`config.mk`:
```
export PLATFORM = sky130hd
export DESIGN_NAME = aes_job_arbiter
export DESIGN_NICKNAME = d
export VERILOG_FILES = /design/src/rtl/aes_job_arbiter.sv
export SDC_FILE = /design/constraint.sdc
export NUM_CORES = 1
export LEC_CHECK = 0
export BUFFER_PORTS_ARGS = -buffer_cell sky130_fd_sc_hd__buf_2
export CAP_MARGIN = 15
export CORE_AREA = 2 2 448 450
export DETAILED_ROUTE_END_ITERATION = 8
export DIE_AREA = 0 0 450 452
export GPL_TIMING_DRIVEN = 0
export SLEW_MARGIN = 15
export SYNTH_ARGS = -nofsm -noshare
export SYNTH_HDL_FRONTEND = slang
export SYNTH_SLANG_ARGS = --single-unit
```
`constraint.sdc`:
```
create_clock -name clock -period 2.8 [get_ports clock]
set_clock_uncertainty 0.1 [all_clocks]
set_input_delay 0.14 -clock clock [delete_from_list [all_inputs] [get_ports clock]]
set_output_delay 0.14 -clock clock [all_outputs]
set_load 0.01 [all_outputs]
```
`src/rtl/aes_job_arbiter.sv`:
```
// aes_job_arbiter: shares one AES encrypt engine and one AES decrypt engine
// between two job requesters. Requesters are served round-robin. The winner's
// operand, key and operation are captured, and the matching engine is started.
// The arbiter then waits for that engine's done or a watchdog timeout, and
// returns the result with a one-cycle done pulse to the granted requester.
module aes_job_arbiter #(
  parameter int TIMEOUT = 1023,
  parameter int CW      = 16
) (
  input  logic         clock,
  input  logic         reset,
  input  logic         req0,
  input  logic         op0,
  input  logic [127:0] data0,
  input  logic [127:0] key0,
  input  logic         req1,
  input  logic         op1,
  input  logic [127:0] data1,
  input  logic [127:0] key1,
  output logic         done0,
  output logic         done1,
  output logic         err,
  output logic [127:0] result,
  output logic         busy,
  output logic [127:0] eng_data,
  output logic [127:0] eng_key,
  output logic         enc_start,
  output logic         dec_start,
  input  logic         enc_done,
  input  logic         dec_done,
  input  logic [127:0] enc_out,
  input  logic [127:0] dec_out
);

  typedef enum logic [1:0] {
    ST_IDLE    = 2'd0,
    ST_LAUNCH  = 2'd1,
    ST_WAIT    = 2'd2,
    ST_DELIVER = 2'd3
  } stateT;

  stateT          r_state;
  stateT          w_nextState;

  logic           r_lastGrant;
  logic           r_gnt;
  logic           r_opR;
  logic [CW-1:0]  r_wdog;
  logic [127:0]   r_engData;
  logic [127:0]   r_engKey;
  logic [127:0]   r_result;
  logic           r_err;
  logic           r_done0;
  logic           r_done1;
  logic           r_encStart;
  logic           r_decStart;
  logic           r_busy;

  logic           w_anyReq;
  logic           w_grantSel;
  logic           w_selDone;
  logic           w_timeout;

  // With both requesting, the requester that did not win last time goes next.
  assign w_anyReq   = req0 | req1;
  assign w_grantSel = (req0 && req1) ? ~r_lastGrant : req1;
  assign w_selDone  = r_opR ? dec_done : enc_done;
  assign w_timeout  = (r_wdog == CW'(TIMEOUT - 1));

  assign done0     = r_done0;
  assign done1     = r_done1;
  assign err       = r_err;
  assign result    = r_result;
  assign busy      = r_busy;
  assign eng_data  = r_engData;
  assign eng_key   = r_engKey;
  assign enc_start = r_encStart;
  assign dec_start = r_decStart;

  // State register; reset abandons any job in flight.
  always_ff @(posedge clock or negedge reset) begin
    if (!reset) begin
      r_state <= ST_IDLE;
    end else begin
      r_state <= w_nextState;
    end
  end

  // Next-state logic: the engine's done takes priority over the watchdog.
  always_comb begin
    w_nextState = r_state;
    case (r_state)
      ST_IDLE:    if (w_anyReq) w_nextState = ST_LAUNCH;
      ST_LAUNCH:  w_nextState = ST_WAIT;
      ST_WAIT:    if (w_selDone || w_timeout) w_nextState = ST_DELIVER;
      ST_DELIVER: w_nextState = ST_IDLE;
      default:    w_nextState = ST_IDLE;
    endcase
  end

  // Job datapath: capture on grant, start engine, collect result, pulse done.
  always_ff @(posedge clock or negedge reset) begin
    if (!reset) begin
      r_lastGrant <= 1'b1;
      r_gnt       <= 1'b0;
      r_opR       <= 1'b0;
      r_wdog      <= '0;
      r_engData   <= '0;
      r_engKey    <= '0;
      r_result    <= '0;
      r_err       <= 1'b0;
      r_done0     <= 1'b0;
      r_done1     <= 1'b0;
      r_encStart  <= 1'b0;
      r_decStart  <= 1'b0;
      r_busy      <= 1'b0;
    end else begin
      r_busy <= (w_nextState != ST_IDLE);
      case (r_state)
        ST_IDLE: begin
          if (w_anyReq) begin
            r_gnt       <= w_grantSel;
            r_lastGrant <= w_grantSel;
            r_opR       <= w_grantSel ? op1   : op0;
            r_engData   <= w_grantSel ? data1 : data0;
            r_engKey    <= w_grantSel ? key1  : key0;
          end
        end
        ST_LAUNCH: begin
          r_wdog     <= '0;
          r_encStart <= ~r_opR;
          r_decStart <= r_opR;
        end
        ST_WAIT: begin
          if (w_selDone) begin
            r_result   <= r_opR ? dec_out : enc_out;
            r_err      <= 1'b0;
            r_encStart <= 1'b0;
            r_decStart <= 1'b0;
            r_done0    <= ~r_gnt;
            r_done1    <= r_gnt;
          end else if (w_timeout) begin
            r_result   <= '0;
            r_err      <= 1'b1;
            r_encStart <= 1'b0;
            r_decStart <= 1'b0;
            r_done0    <= ~r_gnt;
            r_done1    <= r_gnt;
          end else begin
            r_wdog <= r_wdog + CW'(1);
          end
        end
        ST_DELIVER: begin
          r_done0 <= 1'b0;
          r_done1 <= 1'b0;
        end
        default: begin
          r_done0 <= 1'b0;
          r_done1 <= 1'b0;
        end
      endcase
    end
  end

endmodule
```
==> results.md <==
Route:
- The detailed-routing iteration count for the pre-antenna-repair pass is 5.
- Dividing the detail-routed via count by the number of cells gives 3.62.
- After detailed routing, the total wire length is 161 mm.
- The count of nets left with antenna violations once routing finished came out at 0.
- The routed wirelength normalized by instance count is 25.0 microns.
- The number of DRC violations after detailed routing is 0.
- After the first detailed-routing iteration, the DRC count stood at 1730.
- Summing over every cut layer, the via total after detailed routing is 23200.

Synthesis:
- Summing every instance area after synthesis gives 18800 sq um.
- The post-synthesis net count is 2473.
- The cell count after synthesis came out at 1690.
- The cell taking the most area after synthesis is dfrtp_1.
- Sorting the synthesized cells by area gives the leading types as dfrtp_1 55%, mux2i_1 21%, o21ai_0 7.0%.
- After synthesis, the largest area contributor takes up 54.5% of total cell area.
- In this run, synthesis produced a sequential element count of 411.
- In the synthesized netlist the async set-or-reset flop fraction comes to 100%.
- The Yosys step of the flow raised 0 warnings.
- The count of flip-flops with a built-in enable after synthesis is 0.
- By count the netlist is led by 410 x dfrtp_1, 393 x mux2i_1, 274 x nand2_1, 263 x o21ai_0, 128 x o2bb2ai_1.
- The number of distinct library cell variants in the gate-level netlist after synthesis is 40.
- The sequential share of the synthesized area is 54.7%.
- Each instance of the synthesized netlist takes up on average 11.1 sq um.
- The most used flip-flop cell after synthesis is dfrtp_1.
- The cell with the most instances after synthesis is dfrtp_1.

Die:
- In this run the count of I/O pins placed on the die edge is 1166.
- In this run the core area contains 164 standard-cell rows.
- The initial utilization of the core area, before any placement, comes to 9.47%.
- In this run the standard cell core region covers 199000 sq um.
- From bottom edge to top edge, the die measures 452 microns.
- The die area is 203000 sq um.
- In this run the horizontal extent of the chip is 450 microns.

Place:
- Routability-driven placement finished with a final weighted congestion of 0.978.
- After detailed placement, the total cell area comes to 28200 sq um.
- The number of port buffers is 1165.
- The wire-length estimate of the detail-placed layout is 129 mm.

Hold path:
- The type of the most critical hold path is in -> reg.
- The number of stages on the worst hold path is 4.
- The path with the worst hold slack has its endpoint at result[79]$_DFFE_PN0P_.
- The worst hold path startpoint is enc_out[79].

Global routing:
- For this run, global-route usage on met3 was measured as 3.87%.
- The global-route wire length before repair is 211 mm.
- Global routing consumed, on the met1 layer, 16.0% of the routing resources.
- The pin count of the biggest net entering global routing is 91.
- The via count of the first global-routing pass is 24800.
- The final global-route overflow total is 0.
- The global routing stage identified its most utilized layer as met2.
- The number of antenna violations at the first check in global routing is 68.
- Global routing consumed, on the met2 layer, 26.5% of the routing resources.
- Global routing used 15.1% of the available tracks.

Timing:
- The number of pins exceeding their max-slew limit in the final report is 0.
- The final period utilization is 95.7%.
- Headroom to the max-slew limit came out at 23.2%.
- Setup repair after global routing left no endpoint under its margin.
- Setup violations remaining at the end of the flow were counted as 0.
- The slew at the pin closest to its max-slew limit is 1.15 ns.
- Timing would allow up to 373 MHz.
- The worst path needs 2.68 ns of the cycle, external delays included.
- The number of hold-slack violations in the final timing report is 0.

Power:
- The power per cell area is 914 nW/um^2.
- The peak supply drop is 709 uV.
- The analysis attributes to cell leakage a power of 17.8 nW.
- The post-layout total power is 34.9 mW.

Setup path:
- In this run the critical register-to-register path is launched from r_opR$_DFFE_PN0P_.
- The arrival time of the worst setup path is 3.10 ns.
- The endpoint type of the worst setup path is a register.
- The required time of the critical path is 3.22 ns.
- For the worst flop-to-flop path, the logic depth is 5.
- The setup path with the least slack is of type reg -> reg.
- Of all nets on the critical path, the largest fanout is 10.
- The type of element launching the critical path is a register.
- The slack of the worst reg-to-reg path is 0.12 ns.
- In this run the critical register-to-register path is captured at result[0]$_DFFE_PN0P_.

Clock network:
- The buffer type at the clock tree root is clkbuf_16.
- The number of clock buffers inserted by TritonCTS is 53.
- The H-tree was split into 2 levels.
- Clock-pin slew was measured on the worst setup and hold paths at 0.06 ns.
- The worst-skew pair later-pin latency is 0.66 ns.
- The buffer levels on the longest clock path is 3.
- The clock net in this run drives a total of 411 sinks.
- The CTS tree is built.

Outcome:
- The run finished with clean final reports.

Layout:
- Counting the fill cells in the layout gives 21900.
- The layout overhead on the synthesized area is 103%.
- The post-route cell area is 38200 sq um.
- The share of final-layout standard cells stronger than drive strength 1 is 37.0%.
- The final layout contains 4480 nets.

Job:
- The max capacitance violation total is 0.
worst max-delay path, cell delays in order (launching register included):
cell and delay [ns]:
dfrtp_1 0.33, buf_6 0.14, clkbuf_1 0.86, mux2i_1 0.38, dlygate4sd3_1 0.65, o2bb2ai_1 0.07
per-layer routing:
metal | part of all wire [%] | wire length, microns | up-vias
met5 | 0.025 | 40 | -
met2 | 50 | 80900 | 1259
met4 | 7.2 | 11600 | 6
met1 | 35 | 56400 | 11400
met3 | 7.3 | 11800 | 394
li1 | - | - | 10100
where the power goes:
part | leakage (nW) | switching (mW) | internal (mW) | total, mW
combinational | 11.8 | 10.7 | 6.26 | 16.9
clock | 0.915 | 3.13 | 4.48 | 7.61
sequential | 5.12 | 1.65 | 8.75 | 10.4
registers in the layout (all words and copies together) (netlist names):
name,cells
done0,1
r_gnt,1
result,128
err,1
eng_data,128
eng_key,128
dec_start,1
enc_start,1
r_state,2
r_opR,1
r_wdog,16
busy,1
r_lastGrant,1
done1,1
kinds of logic after synthesis:
logic type / Yosys count / synth area share [%]
multiplexers: 394 / 21.0
adder cells (fa/ha/maj): 7 / 0.466
AO/OA/AOI/OAI: 419 / 14.0
AND/OR/NAND/NOR: 319 / 6.92
buffers and inverters: 140 / 2.95
flip-flops: 411 / 54.7
worst max-delay path by stage:
stage	end	depth (start not counted)	start
global placement	eng_data[22]$_DFFE_PN0P_	1	reset
CTS	eng_data[86]$_DFFE_PN0P_	10	r_state[0]$_DFF_PN0_
finish	result[0]$_DFFE_PN0P_	5	r_opR$_DFFE_PN0P_
detailed placement	eng_key[60]$_DFFE_PN0P_	7	r_state[0]$_DFF_PN0_
floorplan	dec_start$_DFFE_PN0P_	7	r_wdog[0]$_DFFE_PN0P_
global route	result[77]$_DFFE_PN0P_	8	r_wdog[0]$_DFFE_PN0P_
layout by cell type (no fill, tap or decap), drive strengths merged, types with 2 or more instances in the layout:
master / instances
o2bb2ai: 128
ha: 7
or4: 5
nand3: 8
inv: 10
and4: 2
mux2i: 393
nor3: 2
o31ai: 4
clkinv: 12
nor2b: 2
o21ai: 265
clkinvlp: 3
dfrtp: 410
bufinv: 8
a31oi: 4
clkbuf: 177
or4b: 2
o311ai: 3
nor4: 4
a21oi: 7
nand2: 274
or2: 2
nand4: 6
diode: 21
dlygate4sd3: 778
or3: 2
buf: 1201
nor2: 7
o211ai: 2
through the flow:
step | cells | TNS [ns] | setup slack (ns) | hold WS (ns) | util [%]
global route | 6406 | 0 | 0.00195 | 0.152 | 19.2
CTS | 6395 | 0 | 0.00185 | 0.103 | 19.2
global placement | 5511 | -3537.29 | -7.86 | 0.257 | 14.1
detailed placement | 5519 | -164.66 | -1.11 | 0.0413 | 14.2
finish | 6416 | 0 | 0.119 | 0.197 | 19.2
floorplan | 1690 | 0 | 0.509 | -0.256 | -
what timing repair did:
item	in CTS	in global routing
setup buffers	0	1
gates resized for setup	70	70
hold buffers	779	1
endpoints found under the setup margin	365	195
endpoints found under the hold margin	631	1
final cells by class:
type,count,area (sq um),share of cell area (%)
well taps,2656,3320,8.70
clock inverters,27,394,1.03
repair buffers,1953,13800,36.2
multi-input cells,1139,8160,21.3
inverters,6,22.5,0.0589
diodes,21,52.6,0.138
flip-flops and latches,411,10300,26.9
clock buffers,70,1480,3.88
plain buffers,133,651,1.70
(Power assumes the default switching activity.)
